## src/rtl/regs_ctx_switch_if.sv

```systemverilog
// Bus bundle between the context-switch controller and its neighbours:
// the warp scheduler (swap requests), the work queue (context preload) and
// the register file's bulk read/write ports.
// Optional feature macro: CTX_SWAP_CNT_EN adds the swap_count output.
interface regs_ctx_switch_if #(
  parameter int IDW = 2
);
  logic           swap_req;
  logic [IDW-1:0] swap_id;
  logic           pipe_idle;
  logic           busy;
  logic           stall;
  logic           swap_done;
  logic [IDW-1:0] cur_id;
  logic           give_me;
  logic [255:0]   the_regs;
  logic           writing_regs;
  logic [255:0]   change_me;
  logic           ctx_wr_en;
  logic [IDW-1:0] ctx_wr_id;
  logic [255:0]   ctx_wr_data;
  logic           ctx_wr_err;
`ifdef CTX_SWAP_CNT_EN
  logic [15:0]    swap_count;
`endif

`ifdef CTX_SWAP_CNT_EN
  modport master (
    output swap_req, swap_id, pipe_idle, the_regs, ctx_wr_en, ctx_wr_id, ctx_wr_data,
    input  busy, stall, swap_done, cur_id, give_me, writing_regs, change_me, ctx_wr_err,
           swap_count
  );
  modport slave (
    input  swap_req, swap_id, pipe_idle, the_regs, ctx_wr_en, ctx_wr_id, ctx_wr_data,
    output busy, stall, swap_done, cur_id, give_me, writing_regs, change_me, ctx_wr_err,
           swap_count
  );
`else
  modport master (
    output swap_req, swap_id, pipe_idle, the_regs, ctx_wr_en, ctx_wr_id, ctx_wr_data,
    input  busy, stall, swap_done, cur_id, give_me, writing_regs, change_me, ctx_wr_err
  );
  modport slave (
    input  swap_req, swap_id, pipe_idle, the_regs, ctx_wr_en, ctx_wr_id, ctx_wr_data,
    output busy, stall, swap_done, cur_id, give_me, writing_regs, change_me, ctx_wr_err
  );
`endif
endinterface

```

## src/rtl/regs_ctx_switch.sv

```systemverilog
// Context-switch controller for the 16x32 register file.
// Keeps NCTX saved 256-bit contexts (regs 0..7, reg0 in the MSBs). A swap
// stalls the pipeline, waits for in-flight writes to drain, snapshots the live
// registers over the bulk-read bus and bulk-writes the target context.
// Optional feature macro: CTX_SWAP_CNT_EN adds a saturating 16-bit count of
// swaps that reached the LOAD phase.
module regs_ctx_switch #(
  parameter int NCTX = 4,
  parameter int IDW  = 2
) (
  input  logic              clk,
  input  logic              rst_n,
  regs_ctx_switch_if.slave  bus
);

  typedef enum logic [2:0] {
    IDLE  = 3'd0,
    DRAIN = 3'd1,
    SNAP  = 3'd2,
    CAPT  = 3'd3,
    LOAD  = 3'd4,
    DONE  = 3'd5
  } state_t;

  state_t         state_r;
  state_t         state_s;
  logic           accept_s;
  logic [IDW-1:0] tgt_r;
  logic [IDW-1:0] cur_id_r;
  logic [255:0]   store_r [NCTX];
  logic [255:0]   change_me_r;
  logic           wr_drop_s;

  logic busy_s, stall_s, give_me_s, writing_s, done_s;
  logic busy_r, stall_r, give_me_r, writing_r, done_r, err_r;

  // A preload into the resident slot is refused: the register file holds the
  // authoritative copy, and any CAPT write targets this same slot anyway.
  assign wr_drop_s = bus.ctx_wr_en && (bus.ctx_wr_id == cur_id_r);

  // Next-state decode; a request is only looked at while idle.
  always_comb begin
    state_s  = state_r;
    accept_s = 1'b0;
    case (state_r)
      IDLE: begin
        if (bus.swap_req) begin
          accept_s = 1'b1;
          if (bus.swap_id != cur_id_r) begin
            state_s = DRAIN;
          end else begin
            state_s = DONE;
          end
        end else begin
          state_s = IDLE;
        end
      end
      DRAIN: begin
        if (bus.pipe_idle) begin
          state_s = SNAP;
        end else begin
          state_s = DRAIN;
        end
      end
      SNAP:    state_s = CAPT;
      CAPT:    state_s = LOAD;
      LOAD:    state_s = DONE;
      DONE:    state_s = IDLE;
      default: state_s = IDLE;
    endcase
  end

  // Output decode of the upcoming state, so outputs can be registered and
  // still line up with the state they describe.
  always_comb begin
    busy_s    = (state_s != IDLE);
    stall_s   = 1'b0;
    give_me_s = 1'b0;
    writing_s = 1'b0;
    done_s    = 1'b0;
    case (state_s)
      DRAIN: begin
        stall_s = 1'b1;
      end
      SNAP, CAPT: begin
        stall_s   = 1'b1;
        give_me_s = 1'b1;
      end
      LOAD: begin
        stall_s   = 1'b1;
        writing_s = 1'b1;
      end
      DONE: begin
        done_s = 1'b1;
      end
      default: begin
        stall_s = 1'b0;
      end
    endcase
  end

  // State register and registered control outputs; async reset drops
  // writing_regs immediately if a swap is aborted.
  always_ff @(posedge clk or negedge rst_n) begin
    if (!rst_n) begin
      state_r   <= IDLE;
      busy_r    <= 1'b0;
      stall_r   <= 1'b0;
      give_me_r <= 1'b0;
      writing_r <= 1'b0;
      done_r    <= 1'b0;
      err_r     <= 1'b0;
    end else begin
      state_r   <= state_s;
      busy_r    <= busy_s;
      stall_r   <= stall_s;
      give_me_r <= give_me_s;
      writing_r <= writing_s;
      done_r    <= done_s;
      err_r     <= wr_drop_s;
    end
  end

  // Target id is frozen at acceptance; resident id follows it when DONE ends.
  always_ff @(posedge clk or negedge rst_n) begin
    if (!rst_n) begin
      tgt_r    <= {IDW{1'b0}};
      cur_id_r <= {IDW{1'b0}};
    end else begin
      if (accept_s) begin
        tgt_r <= bus.swap_id;
      end
      if (state_r == DONE) begin
        cur_id_r <= tgt_r;
      end
    end
  end

  // Context store: CAPT snapshots the live registers, preloads fill other slots.
  always_ff @(posedge clk or negedge rst_n) begin
    if (!rst_n) begin
      for (int i = 0; i < NCTX; i++) begin
        store_r[i] <= {256{1'b0}};
      end
    end else begin
      for (int i = 0; i < NCTX; i++) begin
        if ((state_r == CAPT) && (cur_id_r == IDW'(i))) begin
          store_r[i] <= bus.the_regs;
        end else if (bus.ctx_wr_en && !wr_drop_s && (bus.ctx_wr_id == IDW'(i))) begin
          store_r[i] <= bus.ctx_wr_data;
        end
      end
    end
  end

  // Load data is read once at CAPT; later preloads to the target do not
  // disturb the LOAD that is already in flight.
  always_ff @(posedge clk or negedge rst_n) begin
    if (!rst_n) begin
      change_me_r <= {256{1'b0}};
    end else if (state_r == CAPT) begin
      change_me_r <= store_r[tgt_r];
    end
  end

`ifdef CTX_SWAP_CNT_EN
  logic [15:0] swap_count_r;

  // Counts swaps entering LOAD (same-id swaps never do), saturating.
  always_ff @(posedge clk or negedge rst_n) begin
    if (!rst_n) begin
      swap_count_r <= 16'h0000;
    end else if ((state_r == CAPT) && (swap_count_r != 16'hFFFF)) begin
      swap_count_r <= swap_count_r + 16'h0001;
    end
  end

  assign bus.swap_count = swap_count_r;
`endif

  assign bus.busy         = busy_r;
  assign bus.stall        = stall_r;
  assign bus.give_me      = give_me_r;
  assign bus.writing_regs = writing_r;
  assign bus.swap_done    = done_r;
  assign bus.ctx_wr_err   = err_r;
  assign bus.cur_id       = cur_id_r;
  assign bus.change_me    = change_me_r;

endmodule

```

## src/flat_wrapper.sv

```systemverilog
// flat-port wrapper written by rule: the top's interface ports become plain ports
module regs_ctx_switch_flat 
#(
  parameter int NCTX = 4,
  parameter int IDW  = 2
)
  (clk, rst_n, bus_swap_req, bus_swap_id, bus_pipe_idle, bus_the_regs, bus_ctx_wr_en, bus_ctx_wr_id, bus_ctx_wr_data, bus_busy, bus_stall, bus_swap_done, bus_cur_id, bus_give_me, bus_writing_regs, bus_change_me, bus_ctx_wr_err);
  regs_ctx_switch_if #(.IDW(IDW)) bus_i ();
  input  logic clk;
  input  logic rst_n;
  input wire logic [$bits(bus_i.swap_req)-1:0] bus_swap_req;
  input wire logic [$bits(bus_i.swap_id)-1:0] bus_swap_id;
  input wire logic [$bits(bus_i.pipe_idle)-1:0] bus_pipe_idle;
  input wire logic [$bits(bus_i.the_regs)-1:0] bus_the_regs;
  input wire logic [$bits(bus_i.ctx_wr_en)-1:0] bus_ctx_wr_en;
  input wire logic [$bits(bus_i.ctx_wr_id)-1:0] bus_ctx_wr_id;
  input wire logic [$bits(bus_i.ctx_wr_data)-1:0] bus_ctx_wr_data;
  output wire logic [$bits(bus_i.busy)-1:0] bus_busy;
  output wire logic [$bits(bus_i.stall)-1:0] bus_stall;
  output wire logic [$bits(bus_i.swap_done)-1:0] bus_swap_done;
  output wire logic [$bits(bus_i.cur_id)-1:0] bus_cur_id;
  output wire logic [$bits(bus_i.give_me)-1:0] bus_give_me;
  output wire logic [$bits(bus_i.writing_regs)-1:0] bus_writing_regs;
  output wire logic [$bits(bus_i.change_me)-1:0] bus_change_me;
  output wire logic [$bits(bus_i.ctx_wr_err)-1:0] bus_ctx_wr_err;
  assign bus_i.swap_req = bus_swap_req;
  assign bus_i.swap_id = bus_swap_id;
  assign bus_i.pipe_idle = bus_pipe_idle;
  assign bus_i.the_regs = bus_the_regs;
  assign bus_i.ctx_wr_en = bus_ctx_wr_en;
  assign bus_i.ctx_wr_id = bus_ctx_wr_id;
  assign bus_i.ctx_wr_data = bus_ctx_wr_data;
  assign bus_busy = bus_i.busy;
  assign bus_stall = bus_i.stall;
  assign bus_swap_done = bus_i.swap_done;
  assign bus_cur_id = bus_i.cur_id;
  assign bus_give_me = bus_i.give_me;
  assign bus_writing_regs = bus_i.writing_regs;
  assign bus_change_me = bus_i.change_me;
  assign bus_ctx_wr_err = bus_i.ctx_wr_err;
  regs_ctx_switch #(.NCTX(NCTX), .IDW(IDW)) u_core (.clk(clk), .rst_n(rst_n), .bus(bus_i));
endmodule
```

## config.mk

```make
export PLATFORM = sky130hd
export DESIGN_NAME = regs_ctx_switch_flat
export DESIGN_NICKNAME = d
export VERILOG_FILES = /design/src/rtl/regs_ctx_switch_if.sv /design/src/rtl/regs_ctx_switch.sv /design/src/flat_wrapper.sv
export SDC_FILE = /design/constraint.sdc
export NUM_CORES = 2
export LEC_CHECK = 0
export CAP_MARGIN = 20
export CORE_MARGIN = 3
export CORE_UTILIZATION = 56
export DETAILED_ROUTE_END_ITERATION = 16
export PLACE_DENSITY_LB_ADDON = 0.25
export SYNTH_ARGS = -nofsm -noshare
export SYNTH_HDL_FRONTEND = slang
export SYNTH_SLANG_ARGS = --single-unit
```

## constraint.sdc

```tcl
create_clock -name clk -period 2.3 [get_ports clk]
set_input_delay 0.345 -clock clk [delete_from_list [all_inputs] [get_ports clk]]
set_output_delay 0.345 -clock clk [all_outputs]
set_load 0.01 [all_outputs]
```

Yosys cells after proc, flatten, opt, wreduce, memory -nomap -nowiden --
Cells that the tools add are included.
Word-level totals: flip-flop bits (word level) 1293, output and inout port bits 264, logic and storage cells 76
Operators by class: magnitude comparators 1, equality and inequality tests 18, multiplexer cells 21, bitwise operators 1, reductions and logical operators 21
Operators with widths (count):
- two-way mux 256 bit | 10
- binary-select mux 256 bit (select 2 bit) | 1
- case mux 3 bit (5 select lines) | 1
- == test 3 x 2 -> 1 bit (second input constant) | 4
- == test 3 bit (second input constant) | 4
- logical AND 1 bit | 10
- == test 2 bit (second input constant) | 4
- nonzero test 2 bit | 4
- == test 3 x 1 -> 1 bit (second input constant) | 2
- two-way mux 1 bit | 6
- two-way mux 3 bit | 2
- == test 2 x 1 -> 1 bit (second input constant) | 2
- zero test 2 bit | 2
- OR reduction 4 bit | 1
- >= comparator 3 bit (second input constant) | 1
- zero test 3 bit | 1
- NOT 2 -> 3 bit | 1
- nonzero test 3 bit | 1
- == test 2 bit | 1
- two-way mux 2 bit | 1
- inequality test 2 bit | 1
- OR reduction 2 bit | 1
- zero test 1 bit | 1

Depth between registers and ports, before layout --
depth after elaboration 7, gate-level depth with buffers 7, gate-level depth less buffers 3

Worst setup path after synthesis --
Ideal clock, no wire load.
kind reg2reg, start register u_core.cur_id_r[1], in the netlist u_core.bus.cur_id[1], end register u_core.store_r[783] (netlist name), library setup time 0.123 ns, arrival 1.680 ns, data required time 2.177 ns, path slack 0.497 ns, stages on the path, launching flop included 8, buffers on the path 4, period minus slack after synthesis 1.803 ns, path through dfrtp_1 buf_2 or2_1 buf_2 clkbuf_1 clkbuf_1 or3_1 o221a_2
Between the ends: word-level cells in the longest chain between the ends 6, elaborated cells between the ends (all ways) 9
RTL lines:
- start: declaration | line regs_ctx_switch.sv:29 | logic [IDW-1:0] cur_id_r;
- start signal: assignment | line regs_ctx_switch.sv:128 | cur_id_r <= {IDW{1'b0}};
- start signal: assignment | line regs_ctx_switch.sv:134 | cur_id_r <= tgt_r;
- == test 2 bit | line regs_ctx_switch.sv:39 | assign wr_drop_s = bus.ctx_wr_en && (bus.ctx_wr_id == cur_id_r);
- logical AND 1 bit | line regs_ctx_switch.sv:39
- zero test 1 bit | line regs_ctx_switch.sv:149 | end else if (bus.ctx_wr_en && !wr_drop_s && (bus.ctx_wr_id == IDW'(i))) begin
- logical AND 1 bit (2 in series) | line regs_ctx_switch.sv:149
- nonzero test 2 bit (no source line)
- end signal: indexed assignment | line regs_ctx_switch.sv:143 | store_r[i] <= {256{1'b0}};
- end signal: indexed assignment | line regs_ctx_switch.sv:148 | store_r[i] <= bus.the_regs;
- end signal: indexed assignment | line regs_ctx_switch.sv:150 | store_r[i] <= bus.ctx_wr_data;
- end: declaration | line regs_ctx_switch.sv:30 | logic [255:0] store_r [NCTX];
Parallel ways exist; a longest one is shown, timed or not. A chain may end at the register's enable or synchronous reset.

Worst setup path after layout --
start register u_core.change_me_r[112], in the netlist u_core.bus.change_me[112], end output port bus_change_me[112]
RTL lines:
- start: declaration | line regs_ctx_switch.sv:31 | logic [255:0] change_me_r;
- start signal: assignment | line regs_ctx_switch.sv:160 | change_me_r <= {256{1'b0}};
- start signal: assignment | line regs_ctx_switch.sv:162 | change_me_r <= store_r[tgt_r];
- end: declaration | line flat_wrapper.sv:24 | output wire logic [$bits(bus_i.change_me)-1:0] bus_change_me;
No word-level cell between the ends.

==> out/metrics.yaml <==
io_buffers: 784
fmax_ghz: 0.446
synthArstFlopShare_pct: 100
drv_slew: 0
synth_area_um2: 61400
cts_buffers: 137
r2r_start: "u_core.bus.cur_id[0]"
root_buffer: "clkbuf_16"
num_rows: 120
drtIter0Drc: 5914
dieArea_um2: 114000
placedCellCount: 6856
drc: 0
syn_to_final_growth_pct: 26.0
worst_pin_slew_ps: 949
ys_seq_area_share_pct: 52.7
cp-start-kind: "register"
ys_ff_latch: 1293
grt_pass1_vias: 51900
outcome: "complete, no violations"
final_cell_mix: "dfrtp_1, or3_1, o221a_2"
final_antenna_net_count: 0
ir_drop_mv: 0.867
hold_class: "in2async"
syn_area_per_cell_um2: 12.3
power.leakage_nw: 30.1
crit_path_start: "u_core.bus.change_me[112]"
post-synth-top-area-cell: "dfrtp_1"
firstDrtPassIters: 6
fin_crit_sh_pct: 97.5
synth_top_area_share_pct: 52.7
fp.coreArea_um2: 108000
path_cells: "clkdlybuf4s50_1"
routed_wl_um: 213000
crit_path_max_fanout: 2
critPathMaxStageDelay_ps: 800
die_h_um: 337
start_util_pct: 56.9
design_area_um2: 77400
fin_nets: 6114
cts_max_path_buffers: 3
io_pins: 785
synth_fp_nets: 5532
grt_use_total_pct: 36.5
place_area_um2: 72400
gp_congestion: 0.858
synth_cell_types: 35
critical-path-top-delay-family: "buffers and inverters"
worst-r2r-setup-slack_ps: 150
hold_violations: 0
syn_inst: 5011
vias_per_cell: 7.19
h-tree-depth: 4
finalClockSkew_ps: 26.1
worstPathArrival_ps: 1900
cts_setup_buffers: 0
slew_headroom_pct: 36.7
clkLatencyLatePin_ps: 750
routed-via-count: 51500
clk_pin_slew_ps: 60
grt_overflow: 0
rsz0062_at_grt: "no"
clock-sinks: 1293
yosys-top-cells-area: "dfrtp_1, o221a_2, or3_1, mux2i_1, o221ai_1"
synth-main-ff-cell: "dfrtp_1"
layout_commonest_cell: "dfrtp_1"
timing_worst_setup_path_type: "reg2out"
die_w_um: 337
power_density_nw_per_um2: 1380
grt_max_degree: 159
grt_pass1_wl_um: 323000
cp.buffers_inverters: 1
yosysWarningCount: 0
cp-end-kind: "output port"
setup_viol: 0
stdcell_count: 7156
fin_crit_ps: 2240
antenna_found_initial: 63
synth_edf_count: 0
critPathRequiredTime_ps: 1960
slowest_stage: "clkdlybuf4s50_1"
drv_cap: 0
cts_tree: "yes"
detailed_place_hpwl_um: 133000
wire_per_inst_um: 29.7
drive_above_1_share_pct: 26.0
## through the flow
step	setup WS, ps	setup TNS (ps)	total power [mW]	hold slack (ps)	util (%)
finish	57.7	0	107	148	71.7
global route	35.8	0	112	170	71.7
CTS	23.0	0	106	124	71.6
detailed placement	-127	-23750	82.4	262	67.1
global placement	-144	-29400	80.9	262	67.1
floorplan	497	0	64.6	49.4	-
## per-layer routing
| layer | routed length, um | global-route usage [%] | up-vias |
|---|---|---|---|
| met4 | 11000 | 19.8 | 32 |
| met2 | 99200 | 56.3 | 3007 |
| met1 | 81600 | 47.6 | 26500 |
| li1 | - | - | 21400 |
| met3 | 20500 | 9.08 | 556 |
| met5 | 239 | 0 | - |
## state kept, by name (all words and copies together) (netlist names), 2 cells and up
| name | flops |
|---|---|
| u_core.bus.change_me | 256 |
| u_core.tgt_r | 2 |
| u_core.store_r | 1024 |
| u_core.bus.cur_id | 2 |
| u_core.state_r | 3 |
## synth_stat cells, drive strengths merged, types with 2 or more instances
| master | instances |
|---|---|
| nand2b | 7 |
| o21ai | 2 |
| or2 | 2 |
| buf | 175 |
| or3 | 1025 |
| mux2i | 516 |
| nand2 | 260 |
| or3b | 2 |
| a21oi | 3 |
| o221ai | 256 |
| mux2 | 4 |
| nand3b | 3 |
| xnor2 | 4 |
| clkbuf | 422 |
| dfrtp | 1293 |
| o221a | 1024 |
| nor2 | 2 |
## cell families (layout without fill, tap and decap cells)
family,after synthesis,count (layout),synth area share (%)
simple gates,1307,1307,12.3
flops,1293,1293,52.7
compound gates,1289,1289,22.5
buf+inv,598,1291,4.00
mux,520,520,8.50
xor+xnor,4,4,0.0570
other cells,0,49,0
## power breakdown
group | switching (mW) | total [mW] | internal, mW
Sequential | 7.93 | 41.8 | 33.8
Combinational | 19.8 | 41.4 | 21.6
Clock | 9.42 | 23.6 | 14.2
## what timing repair did
| action | 4_1_cts | 5_1_grt |
|---|---|---|
| hold endpoints to repair | 417 | 0 |
| setup endpoints to repair | 2 | 1 |
| pin swaps | 0 | 0 |
| gates resized for setup | 4 | 1 |
| hold buffers | 1 | 0 |
## area by class of cell
cell class	count	area [um2]
repair buffers	1040	11600
fillers	7284	30600
diodes	49	123
flip-flops and latches	1293	32400
well taps	1403	1760
clock inverters	44	582
multi-input cells	3120	26700
inverters	1	3.75
clock buffers	206	4260
## final timing paths
path,cells past startpoint,endpoint
min in group clk,3,u_core.state_r[1]
worst min register to register,2,u_core.bus.change_me[248]
max in group asynchronous,3,u_core.store_r[826]
worst max register to register,5,u_core.store_r[659]
worst min-delay path,2,u_core.bus.change_me[244]
worst max-delay path,1,bus_change_me[112]
Power figures use the tool's default switching activity.
